## src/rtl/cicero_pkg.sv

```systemverilog
// Shared CICERO types for the character-window front end.
// Holds the FSM encoding, the per-slot record and override-word packing.
package cicero_pkg;

    localparam int CHAR_W = 8;

    typedef enum logic [1:0] {
        IDLE,
        FILL,
        RUN,
        DRAIN
    } fsm_state_t;

    typedef struct packed {
        logic [CHAR_W-1:0] ch;
        logic              en;
        logic              eos;
    } slot_t;

    // {slot_id, pc} with the slot id above the pc field
    function automatic logic [31:0] ovr_word(
        input int unsigned slot,
        input int unsigned pc,
        input int unsigned pc_w
    );
        return (32'(slot) << pc_w) | 32'(pc);
    endfunction

endpackage

```

## src/rtl/window_slot_ring.sv

```systemverilog
// Window slot storage: W slot registers, head/tail pointers
// and packing of the flat window outputs.
module window_slot_ring
    import cicero_pkg::*;
#(
    parameter int CHARACTER_WIDTH = CHAR_W,
    parameter int CC_ID_BITS      = 1,
    localparam int W              = 2 ** CC_ID_BITS
) (
    input  logic                         clk,
    input  logic                         rst,
    input  logic                         clr_i,
    input  logic                         wr_i,
    input  logic [CHARACTER_WIDTH-1:0]   wr_char_i,
    input  logic                         wr_last_i,
    input  logic                         pop_i,
    input  logic                         retire_i,
    output logic [CC_ID_BITS-1:0]        head_o,
    output logic [CC_ID_BITS-1:0]        tail_o,
    output logic [W-1:0]                 en_o,
    output logic [W-1:0]                 eos_o,
    output logic [W*CHARACTER_WIDTH-1:0] window_o
);

    slot_t                 slots_q [W];
    slot_t                 slots_d [W];
    logic [CC_ID_BITS-1:0] head_q, head_d;
    logic [CC_ID_BITS-1:0] tail_q, tail_d;

    always_comb begin
        slots_d = slots_q;
        head_d  = head_q;
        tail_d  = tail_q;
        if (clr_i) begin
            for (int i = 0; i < W; i++) begin
                slots_d[i] = '0;
            end
            head_d = '0;
            tail_d = '0;
        end else begin
            if (retire_i) begin
                slots_d[head_q].en  = 1'b0;
                slots_d[head_q].eos = 1'b0;
                head_d              = head_q + CC_ID_BITS'(1);
            end
            if (wr_i) begin
                slots_d[tail_q].ch  = CHAR_W'(wr_char_i);
                slots_d[tail_q].en  = 1'b1;
                slots_d[tail_q].eos = wr_last_i;
                tail_d              = tail_q + CC_ID_BITS'(1);
            end
            if (pop_i) begin
                head_d = head_q + CC_ID_BITS'(1);
            end
        end
    end

    always_ff @(posedge clk) begin
        if (rst) begin
            for (int i = 0; i < W; i++) begin
                slots_q[i] <= '0;
            end
            head_q <= '0;
            tail_q <= '0;
        end else begin
            slots_q <= slots_d;
            head_q  <= head_d;
            tail_q  <= tail_d;
        end
    end

    always_comb begin
        window_o = '0;
        en_o     = '0;
        eos_o    = '0;
        for (int i = 0; i < W; i++) begin
            window_o[i*CHARACTER_WIDTH +: CHARACTER_WIDTH] =
                CHARACTER_WIDTH'(slots_q[i].ch);
            en_o[i]  = slots_q[i].en;
            eos_o[i] = slots_q[i].eos;
        end
    end

    assign head_o = head_q;
    assign tail_o = tail_q;

endmodule

```

## src/rtl/window_feeder.sv

```systemverilog
// CICERO character-window feeder: stream in, sliding window out.
// Start-thread injection is built only with WINDOW_FEEDER_INJECT_EN.
module window_feeder
    import cicero_pkg::*;
#(
    parameter int CHARACTER_WIDTH = 8,
    parameter int PC_WIDTH        = 8,
    parameter int CC_ID_BITS      = 1,
    parameter int START_PC        = 0,
    localparam int W              = 2 ** CC_ID_BITS,
    localparam int OW             = PC_WIDTH + CC_ID_BITS
) (
    input  logic                         clk,
    input  logic                         rst,
    input  logic                         start,
    input  logic [CHARACTER_WIDTH-1:0]   in_char,
    input  logic                         in_last,
    input  logic                         in_valid,
    output logic                         in_ready,
    input  logic [W-1:0]                 elaborating_chars,
    output logic [W*CHARACTER_WIDTH-1:0] cur_window,
    output logic [W-1:0]                 cur_window_enable,
    output logic [W-1:0]                 cur_window_end_of_s,
    output logic                         new_char,
    output logic [OW-1:0]                override_data,
    output logic                         override_valid,
    input  logic                         override_ready,
    output logic                         done
);

    fsm_state_t            state_q, state_d;
    logic                  new_char_q, new_char_d;
    logic                  done_q, done_d;
    logic [CC_ID_BITS-1:0] head, tail;
    logic [W-1:0]          en;
    logic                  clr, wr, pop, retire;
    logic                  acc, pend, slot_free;

    window_slot_ring #(
        .CHARACTER_WIDTH(CHARACTER_WIDTH),
        .CC_ID_BITS     (CC_ID_BITS)
    ) u_ring (
        .clk      (clk),
        .rst      (rst),
        .clr_i    (clr),
        .wr_i     (wr),
        .wr_char_i(in_char),
        .wr_last_i(in_last),
        .pop_i    (pop),
        .retire_i (retire),
        .head_o   (head),
        .tail_o   (tail),
        .en_o     (en),
        .eos_o    (cur_window_end_of_s),
        .window_o (cur_window)
    );

    assign cur_window_enable = en;
    assign slot_free         = !elaborating_chars[head];
    assign acc               = in_valid && in_ready;

    always_comb begin
        in_ready = 1'b0;
        unique case (state_q)
            FILL:    in_ready = !pend;
            RUN:     in_ready = slot_free && !pend;
            default: in_ready = 1'b0;
        endcase
    end

    always_comb begin
        state_d    = state_q;
        clr        = 1'b0;
        wr         = 1'b0;
        pop        = 1'b0;
        retire     = 1'b0;
        new_char_d = 1'b0;
        done_d     = 1'b0;
        unique case (state_q)
            IDLE: begin
                clr = 1'b1;
                if (start) state_d = FILL;
            end
            FILL: begin
                if (acc) begin
                    wr = 1'b1;
                    if (in_last) state_d = DRAIN;
                    else if (tail == CC_ID_BITS'(W - 1)) state_d = RUN;
                end
            end
            RUN: begin
                if (acc) begin
                    wr         = 1'b1;
                    pop        = 1'b1;
                    new_char_d = 1'b1;
                    if (in_last) state_d = DRAIN;
                end
            end
            DRAIN: begin
                if (slot_free && en[head]) begin
                    retire     = 1'b1;
                    new_char_d = 1'b1;
                end else if (en == '0 && !pend) begin
                    done_d  = 1'b1;
                    state_d = IDLE;
                end
            end
            default: state_d = IDLE;
        endcase
    end

    always_ff @(posedge clk) begin
        if (rst) begin
            state_q    <= IDLE;
            new_char_q <= 1'b0;
            done_q     <= 1'b0;
        end else begin
            state_q    <= state_d;
            new_char_q <= new_char_d;
            done_q     <= done_d;
        end
    end

    assign new_char = new_char_q;
    assign done     = done_q;

`ifdef WINDOW_FEEDER_INJECT_EN
    logic          pend_q, pend_d;
    logic [OW-1:0] ovr_q, ovr_d;

    // The loaded slot is always tail, also for RUN shifts (head == tail)
    always_comb begin
        pend_d = pend_q;
        ovr_d  = ovr_q;
        if (acc) begin
            pend_d = 1'b1;
            ovr_d  = OW'(ovr_word(32'(tail), 32'(START_PC),
                                  32'(PC_WIDTH)));
        end else if (override_ready) begin
            pend_d = 1'b0;
        end
    end

    always_ff @(posedge clk) begin
        if (rst) begin
            pend_q <= 1'b0;
            ovr_q  <= '0;
        end else begin
            pend_q <= pend_d;
            ovr_q  <= ovr_d;
        end
    end

    assign pend           = pend_q;
    assign override_valid = pend_q;
    assign override_data  = ovr_q;
`else
    logic unused_ovr_ready;

    assign unused_ovr_ready = override_ready;
    assign pend             = 1'b0;
    assign override_valid   = 1'b0;
    assign override_data    = '0;
`endif

endmodule

```

## config.mk

```make
export PLATFORM = sky130hd
export DESIGN_NAME = window_feeder
export DESIGN_NICKNAME = d
export VERILOG_FILES = /design/src/rtl/cicero_pkg.sv /design/src/rtl/window_slot_ring.sv /design/src/rtl/window_feeder.sv
export SDC_FILE = /design/constraint.sdc
export NUM_CORES = 1
export LEC_CHECK = 0
export BUFFER_PORTS_ARGS = -buffer_cell sky130_fd_sc_hd__buf_4
export CORE_AREA = 3 3 55 57
export DETAILED_ROUTE_END_ITERATION = 12
export DIE_AREA = 0 0 58 60
export HOLD_SLACK_MARGIN = 0.1
export PLACE_DENSITY_LB_ADDON = 0.2
export SYNTH_ARGS = -nofsm -noshare
export SYNTH_HDL_FRONTEND = slang
export SYNTH_HIERARCHICAL = 1
export SYNTH_SLANG_ARGS = --single-unit
```

## constraint.sdc

```tcl
create_clock -name clk -period 2.23 [get_ports clk]
set_clock_uncertainty 0.05 [all_clocks]
set_input_delay 0.3345 -clock clk [delete_from_list [all_inputs] [get_ports clk]]
set_output_delay 0.3345 -clock clk [all_outputs]
set_load 0.005 [all_outputs]
```

==> summary.txt <==
Logic synthesis
  – Post-synthesis cell count: 152
  – Register area share after synthesis: 43.24%
  – Post-synth top area share: 43.24%
  – Area contributors post-synth: dfxtp_1 43%, nand2_1 12%, a21oi_1 10%
  – Yosys cell types: 24
  – YS warnings: 6
  – Cell taking the most area after synthesis: dfxtp_1
  – Syn Area/Cell: about 7.9 sq um
  – #FFs+latches synth: 26
  – Syn Std Cell Area: 0.001204 sq mm

Timing
  – Slew headroom: 50.76%
  – Final period util: 91.50%
  – Setup TNS: 0 ns
  – Final Critical Period: 2.040 ns
  – Max Clk Rate: 490.1 MHz
  – Final worst slack: 0.1896 ns
  – Fin. max-slew vios: 0
  – Setup violators final: 0
  – Unrepaired setup endpoints after global routing: false
  – Hold Vio Cnt, Final: 0
  – Actual slew at the worst max-slew pin: about 0.74 ns

Pwr
  – Cell internal pwr: 0.6939 mW
  – Power Total: 1.062 mW
  – NetSw: 0.3679 mW
  – Clock network fraction of total power: between 10% and 20%
  – Max VDD drop: 0.0006548 V
  – Comb power frac: 34.2%
  – Leakage power: approximately 0.60 nW
  – Sw Ratio: 34.65%
  – PD cells: 715.5 mW/mm^2
  – Sequential power share: 48.1%

Finish
  – Commonest cells after routing, fill and taps aside: 40 x nand2_1, 39 x buf_4, 26 x dfxtp_1, 25 x a21oi_1, 10 x conb_1
  – Layout area overhead: 23.28%
  – ANT cells: 0
  – Most common cell after layout, fill and taps aside: nand2_1
  – Post-Layout Cell Count: 218
  – FILL cells: 236
  – Layout cell share with drive strength beyond 1: roughly a quarter
  – Fin nets: 211

Placed design
  – Hpwl dp: 1990 um
  – RD Place Congestion: around 0.76
  – Setup WS pre-CTS: roughly 0.22 ns
  – Port buffer count: 37
  – Placed Cells: 215

Drt
  – DRT Wirelength: roughly 2600 um
  – Final ANT Viol Nets: 0
  – Initial DRC count: 19
  – Routed via count: 1,075
  – DRC viols: 0
  – DR WL/cell: 12.06 um
  – Vias per cell: 4.931
  – TritonRoute pass-1 iters: 4

Critical path
  – Crit path required time: roughly 2.4 ns
  – Critical Path Fanout Max: 10
  – Critical Path AT: 2.17 ns
  – CP endpoint kind: register
  – CP max-delay cell: dfxtp_1
  – Crit Path Class: reg -> reg
  – CP top delay family: simple AND/OR/NAND/NOR gates
  – Worst Setup Start Kind: register
  – CP Cell Sequence: inv_1, ha_1, nand2_1, nor2_1, nand2b_1, nand3_1, a21oi_1
  – Crit path largest cell delay: 0.46 ns
  – Worst Path Buf+Inv: 1

Die
  – Width of the die: about 58 um
  – Boundary Pins: 49
  – Area of the die: roughly 0.0035 sq mm
  – Initial Util: 47.72%
  – Site Rows: 18
  – Placeable Area: 0.002522 sq mm
  – Die height: 60 um

Global routing
  – First-pass GRT wire length: 4112 um
  – Largest net degree at the start of global routing: 23
  – Total global-route track usage: about 15%
  – Grt ovf: 0
  – Vias in the first global route: between 900 and 1,000
  – Antenna violations before repair: 0

Worst hold path
  – Hold Path Class: in -> reg

CTS
  – Max clock buf depth: 2
  – Worst-Skew Late Latency: 0.31 ns
  – H-tree depth: 1
  – Hold_buf cts: 0
  – CTS sink count: 26
  – CTS tree: yes
  – Number of CTS-inserted buffers: 3
  – Clk slew on worst S/H paths: about 0.12 ns
  – CTS root buffer: clkbuf_4

Run status
  – Status: finished clean

Run
  – Max-cap violation count: 0
[per-stage QoR]
step / hold WS (ns) / util (%) / area, sq um
after global routing: 0.1559 / 58.83 / 1484
after global placement: 0.3915 / 57.89 / 1460
final: 0.1769 / 58.83 / 1484
after CTS: 0.1681 / 58.78 / 1483
after floorplan: 0.3618 / - / 1237
after detailed placement: 0.3994 / 57.89 / 1460
[sequential cells by signal (all words and copies together) (netlist names)]
register / cells
u_ring/window_o: 16
state_q: 2
u_ring/en_o: 2
u_ring/eos_o: 2
done: 1
new_char: 1
u_ring/head_o: 1
u_ring/tail_o: 1
[final timing paths]
path	start	slack, ns	end	depth (start not counted)
hold reg to reg	u_ring/window_o[13]$_SDFFE_PP0P_	0.41	u_ring/window_o[13]$_SDFFE_PP0P_	2
setup / recovery	state_q[1]$_SDFFE_PP0P_	0.19	u_ring/eos_o[0]$_SDFF_PP0_	7
hold / removal	rst	0.18	done$_SDFF_PP0_	2
setup reg to reg	state_q[1]$_SDFFE_PP0P_	0.19	u_ring/eos_o[0]$_SDFF_PP0_	7
[metal layers]
layer | part of all wire [%] | routed length (um) | GRT usage (%)
met1 | 42 | 1116 | 18.23
met2 | 49 | 1287 | 26.77
met5 | 0 | 0 | 0
met4 | 0.49 | 13 | 2.980
met3 | 8.1 | 212 | 4.536
[worst reg2reg max path, stage by stage (launching register included)]
cell and delay [ns]:
dfxtp_1 0.46, inv_1 0.09, ha_1 0.37, nand2_1 0.10
nor2_1 0.27, nand2b_1 0.31, nand3_1 0.19, a21oi_1 0.07
[power by group through the flow]
stage | registers, mW | clock network (mW) | logic [mW]
6_report | 0.511 | 0.188 | 0.363
3_5_place_dp | 0.520 | 0 | 0.356
4_1_cts | 0.510 | 0.198 | 0.359
2_1_floorplan | 0.516 | 0 | 0.276
3_3_place_gp | 0.518 | 0 | 0.343
5_1_grt | 0.515 | 0.217 | 0.398
[area by class of cell]
cell class	instances	area (sq um)	share of cell area, %
clock buffers	3	22.52	1.518
flip-flops and latches	26	520.5	35.08
multi-input cells	114	588.1	39.63
inverters	6	22.52	1.518
repair buffers	39	292.8	19.73
well taps	30	37.54	2.530
[timing repair]
action | CTS | global route
setup endpoints to repair | 0 | 1
setup buffers | 0 | 0
gates resized for setup | 0 | 1
hold endpoints to repair | 0 | 0
[cells by family after synthesis]
kind of cell    share of synthesized area [%]
xor+xnor                               0.7278
buf+inv                                 10.81
simple gates                            22.45
compound gates                          14.66
mux                                     2.599
flops                                   43.24
other cells                            0.3116
fa+ha+maj                               5.198
[cells in the mapped netlist]
master / number
a211oi_2: 1
nor4b_1: 1
nor2_1: 8
buf_4: 13
conb_1: 1
ha_1: 5
o21ai_0: 3
nand3_1: 4
or2_1: 1
a21oi_1: 25
and2_1: 2
o32ai_1: 1
nand2b_1: 4
mux2_1: 1
dfxtp_1: 26
a31oi_1: 1
mux2i_1: 2
buf_2: 2
xor2_1: 1
nor3_1: 1
nor2b_1: 2
a22o_1: 1
nand2_1: 40
inv_1: 6
No activity file was read; power rests on OpenSTA's default activity.
